File: config.mk
export PLATFORM = sky130hd
export DESIGN_NAME = axis_stimulus_source
export DESIGN_NICKNAME = d
export VERILOG_FILES = /design/src/rtl/axis_stimulus_source.sv
export SDC_FILE = /design/constraint.sdc
export NUM_CORES = 1
export LEC_CHECK = 0
export CORE_MARGIN = 5
export CORE_UTILIZATION = 54
export DETAILED_ROUTE_END_ITERATION = 10
export PLACE_DENSITY = 0.95
export RECOVER_POWER = 25
export SLEW_MARGIN = 20
export SYNTH_ARGS = -nofsm -noshare
export SYNTH_HDL_FRONTEND = slang
export SYNTH_SLANG_ARGS = --single-unit
File: constraint.sdc
create_clock -name clk -period 9.5 [get_ports clk]
set_input_delay 2.85 -clock clk [delete_from_list [all_inputs] [get_ports clk]]
set_output_delay 2.85 -clock clk [all_outputs]
set_load 0.02 [all_outputs]
File: src/rtl/axis_stimulus_source.sv
// AXI4-Stream plaintext source: emits frames of (seed + i) words, replicated across the bus,
// with optional reproducible tvalid gaps driven by an 8-bit LFSR.
module axis_stimulus_source #(
    parameter int DATA_WIDTH = 128,
    parameter int LEN_WIDTH  = 16,
    parameter int GAP_BITS   = 3
) (
    input  logic                  clk,
    input  logic                  rst,
    input  logic                  start,
    input  logic [LEN_WIDTH-1:0]  num_words,
    input  logic [31:0]           seed,
    input  logic                  gap_enable,
    output logic [DATA_WIDTH-1:0] m_axis_tdata,
    output logic                  m_axis_tvalid,
    output logic                  m_axis_tlast,
    input  logic                  m_axis_tready,
    output logic                  busy,
    output logic                  done,
    output logic [LEN_WIDTH-1:0]  words_sent,
    output logic [1:0]            fsm_state
);

    localparam int REPS = DATA_WIDTH / 32;

    typedef enum logic [1:0] {
        IDLE = 2'd0,
        SEND = 2'd1,
        GAP  = 2'd2
    } state_t;

    state_t               state;
    logic [LEN_WIDTH-1:0] len_q;
    logic [LEN_WIDTH-1:0] idx;
    logic [31:0]          seed_q;
    logic                 gap_en_q;
    logic [7:0]           lfsr;
    logic [GAP_BITS-1:0]  gap_cnt;

    logic [7:0]           lfsr_adv;
    logic [LEN_WIDTH-1:0] idx_next;
    logic [31:0]          word_next;
    logic [GAP_BITS-1:0]  gap_len;
    logic                 beat;

    // Handshake: a beat transfers on a rising edge where tvalid && tready; once tvalid is
    // raised, tvalid/tdata/tlast stay frozen until that beat transfers.
    assign beat      = m_axis_tvalid && m_axis_tready;
    assign lfsr_adv  = {lfsr[6:0], lfsr[7] ^ lfsr[5] ^ lfsr[4] ^ lfsr[3]};
    assign idx_next  = idx + LEN_WIDTH'(1);
    assign word_next = seed_q + 32'(idx_next);
    assign gap_len   = lfsr_adv[GAP_BITS-1:0];
    assign fsm_state = state;

    always_ff @(posedge clk) begin
        if (rst) begin
            state         <= IDLE;
            len_q         <= '0;
            idx           <= '0;
            seed_q        <= '0;
            gap_en_q      <= 1'b0;
            lfsr          <= 8'hE1;
            gap_cnt       <= '0;
            m_axis_tdata  <= '0;
            m_axis_tvalid <= 1'b0;
            m_axis_tlast  <= 1'b0;
            busy          <= 1'b0;
            done          <= 1'b0;
            words_sent    <= '0;
        end else begin
            done <= 1'b0;
            case (state)
                IDLE: begin
                    if (start) begin
                        lfsr       <= 8'hE1;
                        words_sent <= '0;
                        if (num_words != '0) begin
                            len_q         <= num_words;
                            seed_q        <= seed;
                            gap_en_q      <= gap_enable;
                            idx           <= '0;
                            m_axis_tdata  <= {REPS{seed}};
                            m_axis_tvalid <= 1'b1;
                            m_axis_tlast  <= (num_words == LEN_WIDTH'(1));
                            busy          <= 1'b1;
                            state         <= SEND;
                        end else begin
                            done <= 1'b1;
                        end
                    end
                end
                SEND: begin
                    if (beat) begin
                        words_sent <= words_sent + LEN_WIDTH'(1);
                        if (m_axis_tlast) begin
                            m_axis_tvalid <= 1'b0;
                            m_axis_tlast  <= 1'b0;
                            busy          <= 1'b0;
                            done          <= 1'b1;
                            state         <= IDLE;
                        end else begin
                            // Next word is preloaded even when a gap follows; tvalid hides it.
                            idx          <= idx_next;
                            m_axis_tdata <= {REPS{word_next}};
                            m_axis_tlast <= (idx_next == len_q - LEN_WIDTH'(1));
                            if (gap_en_q) begin
                                lfsr <= lfsr_adv;
                            end
                            if (gap_en_q && (gap_len != '0)) begin
                                m_axis_tvalid <= 1'b0;
                                gap_cnt       <= gap_len;
                                state         <= GAP;
                            end
                        end
                    end
                end
                GAP: begin
                    if (gap_cnt == GAP_BITS'(1)) begin
                        m_axis_tvalid <= 1'b1;
                        state         <= SEND;
                    end else begin
                        gap_cnt <= gap_cnt - GAP_BITS'(1);
                    end
                end
                default: state <= IDLE;
            endcase
        end
    end

endmodule
After elaboration in Yosys (flattened, before gate mapping)
Cells that the tools add are included.
{"block": "op_classes", "n_reduce_logical": 17, "mux": 50, "n_eq_ne": 15, "bitwise": 3, "n_addsub": 5}
{"operator": "$mux 128", "count": 4}
{"operator": "$pmux 128 s2", "count": 1}
{"operator": "$mux 16", "count": 6}
{"operator": "$pmux 16 s2", "count": 2}
{"operator": "$add 16x1->16 const B", "count": 2}
{"operator": "$add 32x16->32", "count": 1}
{"operator": "$mux 8", "count": 4}
{"operator": "$reduce_and 5->1", "count": 5}
{"operator": "$ne 2x2->1 const B", "count": 9}
{"operator": "$eq 16x1->1 const B", "count": 1}
{"operator": "$eq 16x16->1", "count": 1}
{"operator": "$mux 1", "count": 16}
{"operator": "$pmux 8 s2", "count": 1}
{"operator": "$reduce_bool 16->1", "count": 1}
{"operator": "$sub 16x1->16 const B", "count": 1}
{"operator": "$mux 2", "count": 6}
{"operator": "$mux 3", "count": 4}
{"operator": "$pmux 1 s2", "count": 3}
{"operator": "$pmux 2 s3", "count": 1}
{"operator": "$pmux 3 s2", "count": 1}
{"operator": "$reduce_and 3->1", "count": 2}
{"operator": "$reduce_and 6->1", "count": 1}
{"operator": "$reduce_bool 3->1", "count": 2}
{"operator": "$reduce_and 4->1", "count": 1}
{"operator": "other kinds (10)", "count": 14}
{"block": "totals", "reg_bits": 226, "word_cells": 103}

Logic depth before layout (Yosys ltp)
{"block": "depth", "word_depth": 9, "ltp_mapped": 14}

Worst setup path before layout
No wires, ideal clock.
{"block": "synth_timing", "path_kind": "input port to flip-flop", "start": "input start", "end": "register words_sent[13]", "n_path_buf": 1, "path_stages": 8, "setup_time_ns": 0.128, "setup_slack_ns": 4.778, "arrival_time_ns": 4.594, "required_ns": 9.372, "path_cell_list": "nor3b_1 -> or2_2 -> clkbuf_1 -> nand4_1 -> nor3_1 -> nand3_1 -> xor2_1 -> nor2_1"}
{"block": "synth_via", "elab_chain_len": 2}
{"item": "start: declaration", "line_no": "10", "text": "input logic start,"}
{"item": "$ne 2x2->1 (no source line)"}
{"item": "$reduce_and 3->1 (no source line)"}
{"item": "end signal: assignment", "line_no": "94", "text": "words_sent <= words_sent + LEN_WIDTH'(1);"}
{"item": "end: declaration", "line_no": "20", "text": "output logic [LEN_WIDTH-1:0] words_sent,"}
No other way between the ends.
A chain may end at the register's enable or synchronous reset.

Worst setup path after layout
{"block": "layout_timing", "start": "input start", "end": "register len_q[1]"}
{"block": "layout_via", "elab_chain_len": 1}
{"item": "$reduce_and 3->1 (no source line)"}
{"item": "end signal: assignment", "line_no": "78", "text": "len_q <= num_words;"}
{"item": "end: declaration", "line_no": "33", "text": "logic [LEN_WIDTH-1:0] len_q;"}
No other way between the ends.

==> impl_metrics.yaml <==
synthesis:
  synth_fa_ha_area_share_pct: 3.84
  synth-xor-area-share_pct: 6.77
  async_flop_share_pct: 0
  yosysUniqueCellTypes: 63
  yosys.area_share.simple_pct: 24.1
  synth_edf_count: 0
  ys_seq_area_share_pct: 32.4
  synth_compound_area_share_pct: 19.1
  yosys_warnings: 0
  avgSynthCellArea_um2: 7.56
  synth.mux.area_fraction_pct: 0.749
  synthCells: 1061
  synth_ff_type: "dfxtp_1"
  synth_seq_cells: 130
  synth_top_family_by_area: "simple AND/OR/NAND/NOR gates"
  syn-cell-area_um2: 8020
  syn-num-nets: 1138
timing:
  fin_hold_ws_ns: 0.456
  fin_crit_sh_pct: 60.1
  grt_setup_unrepaired: "no"
  clock.fmax_mhz: 175
  maxSlewHeadroom_pct: 18.4
  hold_viol: 0
  period_minus_slack_ns: 5.71
  worstMarginPinSlew_ns: 1.22
  finalSetupTns_ns: 0
  fin_skew_ns: 0.00973
  maxSlewViolCount: 0
  setup_viol: 0
pwr:
  p_sw_w: 0.000492
  p_leak_nw: 3.95
  pwr-share-clk_pct: 41.5
  peakVddDrop_mv: 0.126
  p_per_area_nw_per_um2: 165
  power_w: 0.00164
  p_int_w: 0.00115
  power_frac_comb_pct: 21.5
  p_seq_share_pct: 37.0
  swShare_pct: 29.9
clock_tree:
  cts_hold_buf: 0
  cts_buffers: 17
  clk_path_buf_depth: 2
  cts_resized: 0
  h-tree-depth: 4
  clk_latency_ns: 0.43
  clk_pin_slew_worst_paths_ns: 0.06
  root_buffer: "clkbuf_16"
  cts_sinks: 130
  cts_setup_buffers: 0
  cts_tree: "built"
global_routing:
  gr-total-overflow: 0
  grt_pass1_vias: 7670
  grt_max_degree: 74
  track_usage_pct: 24.4
  grt_pass1_wl_um: 36400
  antenna_found_initial: 0
cells_and_area:
  final_core_util_pct: 68.7
  layout_common_cells: "nand2_1, clkdlybuf4s50_1, dfxtp_1"
  drive_gt1_share_pct: 5.08
  final_common_cell: "nand2_1"
  area_growth_pct: 24.5
  final_nets: 1206
  insertedDiodeCount: 0
detailed_routing:
  drtIter0Drc: 900
  first_pass_iters: 5
  vias: 7857
  drc: 0
  drtAntennaViolNets: 0
  via_per_inst: 5.93
  wl_per_cell_um: 16.3
  postRouteWirelength_um: 21600
die:
  die_h_um: 132
  num_rows: 44
  io_pins: 203
  start_util_pct: 55.2
  fp.dieW_um: 132
  coreArea_um2: 14500
  die_area_um2: 17400
setup_path:
  crit_buf_inv: 2
  cp.required_ns: 9.80
  max_stage_delay_ns: 0.99
  slowest_stage: "nor3b_1"
  crit_type: "in -> reg"
  crit_family: "simple AND/OR/NAND/NOR gates"
  worst_ep_arrival_time_ns: 6.01
  crit_chain: "dlygate4sd3_1, nor3b_1, nand2_1, buf_4, a22oi_1, nor2_1"
  crit_fanout: 32
  cp-end-kind: "flip-flop"
  start_kind: "input pin"
worst_hold_path:
  worst_hold_path_type: "reg -> reg"
placed_design:
  gp_congestion: 0.861
  place_hpwl_um: 14800
  port_buffers: 202
outcome:
  status: "complete, no violations"
flow_run:
  maxCapViolations: 0
-- sequential cells by signal, indices dropped and copies added, names as in the netlist --
name / flops
busy: 1
fsm_state: 2
m_axis_tvalid: 1
gap_en_q: 1
idx: 16
gap_cnt: 3
words_sent: 16
m_axis_tlast: 1
seed_q: 32
m_axis_tdata: 32
done: 1
len_q: 16
lfsr: 8
-- cells in the mapped netlist, drive strengths merged (23+ instances only) --
| library cell | count | area share [%] |
|---|---|---|
| ha | 23 | 3.6 |
| buf | 103 | 9.4 |
| nand3 | 34 | 2.1 |
| o21ai | 29 | 1.8 |
| a21oi | 111 | 6.9 |
| clkbuf | 57 | 2.7 |
| xor2 | 30 | 3.3 |
| nor3 | 32 | 2.0 |
| nor2 | 81 | 3.8 |
| nand2 | 176 | 8.2 |
| xnor2 | 32 | 3.5 |
| dfxtp | 130 | 32 |
-- logic make-up after synthesis --
logic type | after synthesis
adder cells (fa/ha/maj) | 24
AO/OA/AOI/OAI | 244
buffers and inverters | 182
multiplexers | 6
flip-flops | 130
AND/OR/NAND/NOR | 413
XOR/XNOR | 62
-- cell type report --
| class | count | area [µm²] |
|---|---|---|
| clock inverters | 14 | 179 |
| flip-flops and latches | 130 | 2600 |
| well taps | 184 | 230 |
| clock buffers | 18 | 439 |
| multi-input cells | 749 | 4380 |
| repair buffers | 209 | 2070 |
| inverters | 22 | 82.6 |
| fillers | 1144 | 4550 |
-- power by group through the flow --
stage / clock network (W) / registers (W) / logic, W
final: 0.000682 / 0.000609 / 0.000353
after global routing: 0.000706 / 0.000615 / 0.000380
after CTS: 0.000686 / 0.000610 / 0.000362
after detailed placement: 0 / 0.000621 / 0.000359
after global placement: 0 / 0.000619 / 0.000352
after floorplan: 0 / 0.000627 / 0.000243
-- per-layer routing --
layer	share of wire (%)	global-route usage (%)	wire length [µm]	up-vias
met5	0	0	0	-
met4	2.2	10.3	481	0
met3	8.0	5.23	1740	49
met2	47	40.0	10300	406
met1	42	31.2	9170	3648
li1	-	-	-	3754
-- final timing paths --
check | from | to | slack (ns) | cells after the start
max reg2reg | idx[2] | m_axis_tdata[125] | 5.35 | 13
min reg2reg | lfsr[2] | lfsr[2] | 0.46 | 2
min | lfsr[2] | lfsr[2] | 0.46 | 2
max | start | len_q[1] | 3.79 | 6
-- metrics by stage --
| stage | std cells | setup WS, ns | cell area (µm²) |
|---|---|---|---|
| 2_1_floorplan | 1061 | 4.78 | 8020 |
| 3_3_place_gp | 1294 | 3.79 | 9370 |
| 3_5_place_dp | 1294 | 3.64 | 9370 |
| 4_1_cts | 1326 | 3.94 | 9990 |
| 5_1_grt | 1326 | 3.59 | 9990 |
| 6_report | 1326 | 3.79 | 9990 |
-- worst register-to-register path, delay by kind of cell, from the launching register on --
family | cells | cell delay [ns]
simple gates | 4 | 1.34
fa+ha+maj | 1 | 0.40
compound gates | 5 | 1.26
flops | 1 | 0.47
xor+xnor | 1 | 0.28
buf+inv | 2 | 0.30
No activity file was read; power rests on OpenSTA's default activity.
